==> src/rtl/fwd_unit_pkg.sv <==
// Shared types and constants for the operand-forwarding / load-use interlock controller.
package fwd_unit_pkg;

    localparam int REG_AW = 4;

    localparam logic [1:0] SEL_BUFF2 = 2'b00;
    localparam logic [1:0] SEL_ALU   = 2'b01;
    localparam logic [1:0] SEL_WB    = 2'b11;

    localparam logic [15:0] CNT_MAX = 16'hFFFF;

    typedef struct packed {
        logic              valid;
        logic              wr;
        logic              ld;
        logic [REG_AW-1:0] dst;
    } stage_tag_t;

    // buffer2 also carries the consumer side of the instruction
    typedef struct packed {
        stage_tag_t        tag;
        logic [REG_AW-1:0] src1;
        logic [REG_AW-1:0] src2;
        logic              use1;
        logic              use2;
    } s2_tag_t;

    typedef enum logic {
        RUN     = 1'b0,
        LDSTALL = 1'b1
    } ilock_state_t;

endpackage

==> src/rtl/fwd_unit_sel.sv <==
// Per-operand forwarding priority compare; one instance per operand mux (m2, m3).
module fwd_sel
    import fwd_unit_pkg::*;
#(
    parameter logic [REG_AW-1:0] ZERO_REG = '0
) (
    input  logic [REG_AW-1:0] src_i,
    input  logic              use_i,
    input  logic              s2_valid_i,
    input  stage_tag_t        s3_i,
    input  logic              s4_valid_i,
    input  logic              s4_wr_i,
    input  logic [REG_AW-1:0] s4_dst_i,
    output logic [1:0]        sel_o,
    output logic              ld_hit_o
);

    logic live;
    logic s3Hit;
    logic s4Hit;

    // A load sitting in S3 cannot supply its data yet, so it masks any older S4 match
    always_comb begin
        live     = s2_valid_i && use_i && (src_i != ZERO_REG);
        s3Hit    = live && s3_i.valid && s3_i.wr && (s3_i.dst == src_i);
        s4Hit    = live && s4_valid_i && s4_wr_i && (s4_dst_i == src_i);
        ld_hit_o = s3Hit && s3_i.ld;
        sel_o    = SEL_BUFF2;
        if (s3Hit) begin
            sel_o = s3_i.ld ? SEL_BUFF2 : SEL_ALU;
        end else if (s4Hit) begin
            sel_o = SEL_WB;
        end
    end

endmodule

==> src/rtl/fwd_unit.sv <==
// Operand-forwarding and load-use interlock controller with a shadow tag pipeline.
// Optional FWD_PERF_EN adds saturating forward/stall cycle counters.
module fwd_unit
    import fwd_unit_pkg::*;
#(
    parameter int                REG_AW   = fwd_unit_pkg::REG_AW,
    parameter logic [REG_AW-1:0] ZERO_REG = '0
) (
    input  logic              in_clk,
    input  logic              in_rst,
    input  logic [REG_AW-1:0] in_dst_id,
    input  logic              in_wr_id,
    input  logic              in_ld_id,
    input  logic [REG_AW-1:0] in_src1_id,
    input  logic [REG_AW-1:0] in_src2_id,
    input  logic              in_use1_id,
    input  logic              in_use2_id,
    input  logic              in_flush,
    output logic [1:0]        out_cntrl_m2,
    output logic [1:0]        out_cntrl_m3,
    output logic              out_stall
`ifdef FWD_PERF_EN
    ,
    output logic [15:0]       out_fwd_cnt,
    output logic [15:0]       out_stall_cnt
`endif
);

    s2_tag_t      s2_q, s2_d;
    stage_tag_t   s3_q, s3_d;
    stage_tag_t   s4_q, s4_d;
    ilock_state_t state_q, state_d;

    logic ldHit1;
    logic ldHit2;

    fwd_sel #(.ZERO_REG(ZERO_REG)) u_sel_m2 (
        .src_i      (s2_q.src1),
        .use_i      (s2_q.use1),
        .s2_valid_i (s2_q.tag.valid),
        .s3_i       (s3_q),
        .s4_valid_i (s4_q.valid),
        .s4_wr_i    (s4_q.wr),
        .s4_dst_i   (s4_q.dst),
        .sel_o      (out_cntrl_m2),
        .ld_hit_o   (ldHit1)
    );

    fwd_sel #(.ZERO_REG(ZERO_REG)) u_sel_m3 (
        .src_i      (s2_q.src2),
        .use_i      (s2_q.use2),
        .s2_valid_i (s2_q.tag.valid),
        .s3_i       (s3_q),
        .s4_valid_i (s4_q.valid),
        .s4_wr_i    (s4_q.wr),
        .s4_dst_i   (s4_q.dst),
        .sel_o      (out_cntrl_m3),
        .ld_hit_o   (ldHit2)
    );

    // A flush kills the consumer, so the pending stall request is dropped
    assign out_stall = (ldHit1 || ldHit2) && !in_flush && (state_q == RUN);

    always_comb begin
        state_d = state_q;
        case (state_q)
            RUN:     if (out_stall) state_d = LDSTALL;
            LDSTALL: state_d = RUN;
            default: state_d = RUN;
        endcase
    end

    always_comb begin
        s4_d            = s3_q;
        s3_d            = s2_q.tag;
        s2_d.tag.valid  = 1'b1;
        s2_d.tag.wr     = in_wr_id;
        s2_d.tag.ld     = in_ld_id;
        s2_d.tag.dst    = in_dst_id;
        s2_d.src1       = in_src1_id;
        s2_d.src2       = in_src2_id;
        s2_d.use1       = in_use1_id;
        s2_d.use2       = in_use2_id;
        if (in_flush) begin
            s3_d = '0;
            s2_d = '0;
        end else if (out_stall) begin
            s3_d = '0;
            s2_d = s2_q;
        end
    end

    always_ff @(posedge in_clk) begin
        if (in_rst) begin
            s2_q    <= '0;
            s3_q    <= '0;
            s4_q    <= '0;
            state_q <= RUN;
        end else begin
            s2_q    <= s2_d;
            s3_q    <= s3_d;
            s4_q    <= s4_d;
            state_q <= state_d;
        end
    end

`ifdef FWD_PERF_EN
    logic [15:0] fwd_cnt_q;
    logic [15:0] stall_cnt_q;
    logic        anyFwd;

    assign anyFwd = (out_cntrl_m2 != SEL_BUFF2) || (out_cntrl_m3 != SEL_BUFF2);

    always_ff @(posedge in_clk) begin
        if (in_rst) begin
            fwd_cnt_q   <= '0;
            stall_cnt_q <= '0;
        end else begin
            if (anyFwd && (fwd_cnt_q != CNT_MAX)) begin
                fwd_cnt_q <= fwd_cnt_q + 16'd1;
            end
            if (out_stall && (stall_cnt_q != CNT_MAX)) begin
                stall_cnt_q <= stall_cnt_q + 16'd1;
            end
        end
    end

    assign out_fwd_cnt   = fwd_cnt_q;
    assign out_stall_cnt = stall_cnt_q;
`endif

endmodule

==> config.mk <==
export PLATFORM = sky130hd
export DESIGN_NAME = fwd_unit
export DESIGN_NICKNAME = d
export VERILOG_FILES = /design/src/rtl/fwd_unit_pkg.sv /design/src/rtl/fwd_unit_sel.sv /design/src/rtl/fwd_unit.sv
export SDC_FILE = /design/constraint.sdc
export NUM_CORES = 1
export LEC_CHECK = 0
export CAP_MARGIN = 15
export CORE_ASPECT_RATIO = 0.75
export CORE_MARGIN = 8
export CORE_UTILIZATION = 54
export CTS_CLUSTER_SIZE = 30
export DETAILED_ROUTE_END_ITERATION = 10
export HOLD_SLACK_MARGIN = 0.02
export PLACE_DENSITY = 0.92
export SLEW_MARGIN = 10
export SYNTH_ARGS = -nofsm -noshare
export SYNTH_HDL_FRONTEND = slang
export SYNTH_SLANG_ARGS = --single-unit
export TNS_END_PERCENT = 100
==> constraint.sdc <==
create_clock -name in_clk -period 3.6 [get_ports in_clk]
set_input_delay 0.36 -clock in_clk [delete_from_list [all_inputs] [get_ports in_clk]]
set_output_delay 0.36 -clock in_clk [all_outputs]
set_load 0.02 [all_outputs]
# [Word level (Yosys, flattened, before mapping)]
# Index checks and enable logic that the tools add are counted.
[op_classes] n_addsub=0 n_mul=0 n_div=0 magnitude_cmp=0 eq_ne=4 n_shift=0 mux=7 bitwise=1 n_reduce_logical=26
[op_table] op="logical AND 1 bit" n=20
[op_table] op="== test 4 bit" n=4
[op_table] op="2-to-1 mux 2 bit" n=4
[op_table] op="nonzero test 4 bit" n=2
[op_table] op="OR reduction 3 bit" n=1
[op_table] op="2-to-1 mux 1 bit" n=2
[op_table] op="case mux 1 bit (2 select lines)" n=1
[op_table] op="OR reduction 2 bit" n=1
[op_table] op="logical NOT 1 bit" n=1
[op_table] op="logical OR 1 bit" n=1
[op_table] op="NOT 1 bit" n=1
[word_totals] regBits=31 latch_bits=0 mem_bits_rw=0 romBits=0 word_cells=54 mem_count=0

# [Longest topological paths before layout]
[logic_depth] word_depth=11 ltp_mapped=6 ltp_nobuf=5

# [Modules after synthesis]
# A second synthesis with hierarchy kept.
[hier_totals] hier_cells=158 area_unflattened_um2=1397.6
[modules_own_cells] mod="fwd_unit" n_inst=1 cells_per_inst=108 area_each_um2=1064.8
[modules_own_cells] mod="fwd_sel" n_inst=2 cells_per_inst=25 area_each_um2=166.4

# [Worst setup path before layout]
# Ideal clock, no wire load.
[synth_path] kind="register -> output" startpoint="reg s2_q[5] (netlist name)" endpoint="out out_stall" arrival_ns=1.692 required_time_ns=3.240 setup_slack_ns=1.548 path_stages_with_launch=6 n_path_buf=1 cell_sequence="dfxtp_1 > o41ai_1 > nor4_2 > nand3_2 > a2111oi_4 > buf_6"
[synth_between] elab_chain_len=9
[synth_lines] item="start: declaration" line="fwd_unit.sv:29" source="s2_tag_t s2_q, s2_d;"
[synth_lines] item="start signal: assignment" line="fwd_unit.sv:95" source="s2_q <= '0;"
[synth_lines] item="start signal: assignment" line="fwd_unit.sv:100" source="s2_q <= s2_d;"
[synth_lines] item="nonzero test 4 bit" line="fwd_unit_sel.sv:24" source="live = s2_valid_i && use_i && (src_i != ZERO_REG);"
[synth_lines] item="logical AND 1 bit" line="fwd_unit_sel.sv:24"
[synth_lines] item="logical AND 1 bit (2 in a row)" line="fwd_unit_sel.sv:25" source="s3Hit = live && s3_i.valid && s3_i.wr && (s3_i.dst == src_i);"
[synth_lines] item="logical AND 1 bit (*)" line="fwd_unit_sel.sv:25"
[synth_lines] item="logical AND 1 bit (*)" line="fwd_unit_sel.sv:27" source="ld_hit_o = s3Hit && s3_i.ld;"
[synth_lines] item="logical OR 1 bit (*)" line="fwd_unit.sv:62" source="assign out_stall = (ldHit1 || ldHit2) && !in_flush && (state_q == RUN);"
[synth_lines] item="logical AND 1 bit (*) (2 in a row)" line="fwd_unit.sv:62"
[synth_lines] item="end: declaration" line="fwd_unit.sv:21" source="output logic out_stall"
# Mark *: on every way between the ends. The rest lies on a longest branch, timed or not.

# [Final worst setup path]
[layout_path] startpoint="reg s2_q[8] (netlist name)" endpoint="out out_cntrl_m2[0]"
[layout_between] elab_chain_len=7
[layout_lines] item="nonzero test 4 bit" line="fwd_unit_sel.sv:24"
[layout_lines] item="logical AND 1 bit" line="fwd_unit_sel.sv:24"
[layout_lines] item="logical AND 1 bit (3 in a row)" line="fwd_unit_sel.sv:26" source="s4Hit = live && s4_valid_i && s4_wr_i && (s4_dst_i == src_i);"
[layout_lines] item="2-to-1 mux 2 bit" line="fwd_unit_sel.sv:31" source="end else if (s4Hit) begin"
[layout_lines] item="2-to-1 mux 2 bit (*)" line="fwd_unit_sel.sv:29" source="if (s3Hit) begin"
[layout_lines] item="end: declaration" line="fwd_unit.sv:19" source="output logic [1:0] out_cntrl_m2,"
# Marks and branches as above.

==> metrics.txt <==
clk_lat worst skew 0.33 ns; drc violations 0; Detailed Route Iter0 Violations 73; hold path endpoint s2_q[13]; FF-to-FF path depth 6; dpl ws 1.136 ns; Mapped Area 1331 µm²; die span in x 73.34 µm; DR top layer met4; main combinational cell family by area after synthesis simple AND/OR/NAND/NOR gates; nets 179; hold path cells 2; Synth Area in Adders 0%; status finished, final reports clean; Sw Ratio 20.77%; Vias 999; Setup TNS 0 ns; startpoint types register; warnings from Yosys 0; Post-Synth Simple-Gate Area 22.93%; half-perimeter wire length after placement 2026 µm; RR Startpoint s2_q[3]; Slew @ Worst Pin 0.5135 ns; Clock Power Share 38.0%; CTS tree yes; Total Power 0.6620 mW; crit-path max FO 4; met3 WL post-DR 224 µm; pwr/cell area 402.4 nW/µm²; share of cells above drive strength 1 7.500%; mean post-synth cell area 9.861 µm²; area leader, netlist dfxtp_1; mux share of post-synthesis cell area 12.03%; top cells by area, synth dfxtp_1 47%, mux2i_1 12%, nand2_1 9.0%; wire length on met2 1247 µm; NetSw 0.1375 mW; LEAKAGE 0.6194 nW; register bit total from synthesis 31; Hold Path Origin s2_q[13]; max_slew headroom 65.32%; number of global-route vias before repair 1023; H-tree Lvls 2; Worst VDD drop 0.2539 mV; Global Route Usage Sum 14.55%; WP data required 3.24 ns; min cycle time layout 2.813 ns; Num CTS Buffers 5; Synth Area in XOR/XNOR 10.53%; Cell variety after synth 22; grt total ovfl 0; number of gates resized after CTS 0; Post-Route WL 2760 µm; ant diodes 0; fin area 1645 µm²; Int Pwr 0.5246 mW; Tightest Hold Check Type register to register; I/O Pins 24; Avg WL per Cell 14.23 µm; Layout Cells excl Fill 194; Crit Path Category register to output pin; placed instance area 1574 µm²; Comb power frac 7.4%; Cells after Synth 135; post-synth top area share 46.62%; FP Rows 15; first-pass GRT wire length 4747 µm; Clk pin slew, worst setup/hold paths 0.09 ns; Area growth, synth to finish 23.59%; initial antenna violation count 0; Floorplan Core Area 2327 µm²; fin crit share 78.13%; clk sinks 31; Fmax 355.5 MHz; Initial Utilization 57.20%; via density per instance 5.149; Post-CTS Setup Bufs 0; r2r setup slk 1.40 ns; ANT nets after route 0; post-route core utilization 70.70%; M1 WL 1243 µm; synthesized net count 154; largest net degree at the start of global routing 34; Synth Area in Compound Gates 4.511%; setup violators final 0; hold buffers post-CTS 0; final setup skew 0.008275 ns; worst hold slack 0.4581 ns; FF-to-FF End s2_q[9]; Final Max Tran Viols 0; GP Congestion 0.9155; crit end category output pin; root buffer cell clkbuf_4; post-synthesis sequential area ratio 46.62%; RSZ-0062 raised after global routing no; die height 59 µm; final worst slack 0.7872 ns; Max-Cap Viols 0; full die area 4327 µm²; Max Buffers Root-to-Sink 2; final hold vios 0; # placed instances 187; Critical Path AT 2.45 ns; Port Buffers 23; drt first pass iters 4; Seq pwr share 54.6%
==> cells by family after synthesis <==
group / count (synthesis)
AOI/OAI and AO/OA: 5
buffers and inverters: 8
xor gates and xnor gates: 16
DFF: 31
and+or+nand+nor: 59
muxes: 16
==> layout make-up <==
class                           instances  area, µm²
Clock buffer                            6      41.29
Clock inverter                          1      30.03
Fill cell                             198      681.9
Inverter                                2      7.507
Multi-Input combinational cell         96      665.6
Sequential cell                        31      620.6
Tap cell                               34      42.54
Timing Repair Buffer                   24      237.7
==> sequential cells by signal, indices dropped and copies added (netlist names) <==
signal   count
s3_q         7
s4_q         6
s2_q        17
state_q      1
==> per-layer routing <==
metal,GRT usage [%],vias to the layer above
met1,15.88,464
met2,23.25,30
met4,6.232,0
met5,0,-
li1,-,499
met3,7.432,6
==> cells in the mapped netlist (all sizes together) <==
master   number
nand2        32
dfxtp        31
mux2i        16
xor2         13
nor2b         7
nor3b         7
nor3          5
clkbuf        4
and3          3
xnor2         3
buf           2
inv           2
nand3         2
o21bai        2
o41ai         2
a2111oi       1
nand4         1
nor4          1
or2           1
==> cells in the final DEF, fill, tap and decap left out, drive strengths merged <==
| cell type | n |
|---|---|
| clkbuf | 6 |
| nor3b | 7 |
| or2 | 1 |
| nor4 | 1 |
| o21bai | 2 |
| o41ai | 2 |
| inv | 2 |
| nand2 | 32 |
| dfxtp | 31 |
| clkdlybuf4s50 | 23 |
| xnor2 | 3 |
| nor3 | 5 |
| nand4 | 1 |
| and3 | 3 |
| a2111oi | 1 |
| nand3 | 2 |
| bufinv | 1 |
| xor2 | 13 |
| mux2i | 16 |
| nor2b | 7 |
| buf | 1 |
==> worst max-delay path: stages, from the launching register on <==
cell             delay [ns]
dfxtp_1                0.36
o41ai_1                0.54
nor3_2                 0.10
nand4_1                0.20
and3_1                 0.20
o21bai_1               0.11
clkdlybuf4s50_1        0.62
==> worst max-delay path by stage <==
stage | startpoint | cells after the start | slack (ns) | endpoint
floorplan | s2_q[5] | 5 | 1.55 | out_stall
global placement | s2_q[7] | 6 | 1.19 | out_cntrl_m2[0]
detailed placement | s2_q[7] | 6 | 1.14 | out_cntrl_m2[0]
CTS | s2_q[8] | 6 | 0.77 | out_cntrl_m2[0]
global route | s2_q[7] | 6 | 0.56 | out_cntrl_m2[0]
finish | s2_q[8] | 6 | 0.79 | out_cntrl_m2[0]
==> power by group through the flow <==
stage,sequential (mW),clock [mW],combinational [mW]
3_5_place_dp,0.370,0,0.0485
4_1_cts,0.362,0.258,0.0494
3_3_place_gp,0.369,0,0.0466
6_report,0.362,0.251,0.0488
2_1_floorplan,0.367,0,0.0241
5_1_grt,0.363,0.277,0.0536
No activity file was read; power rests on OpenSTA's default activity.
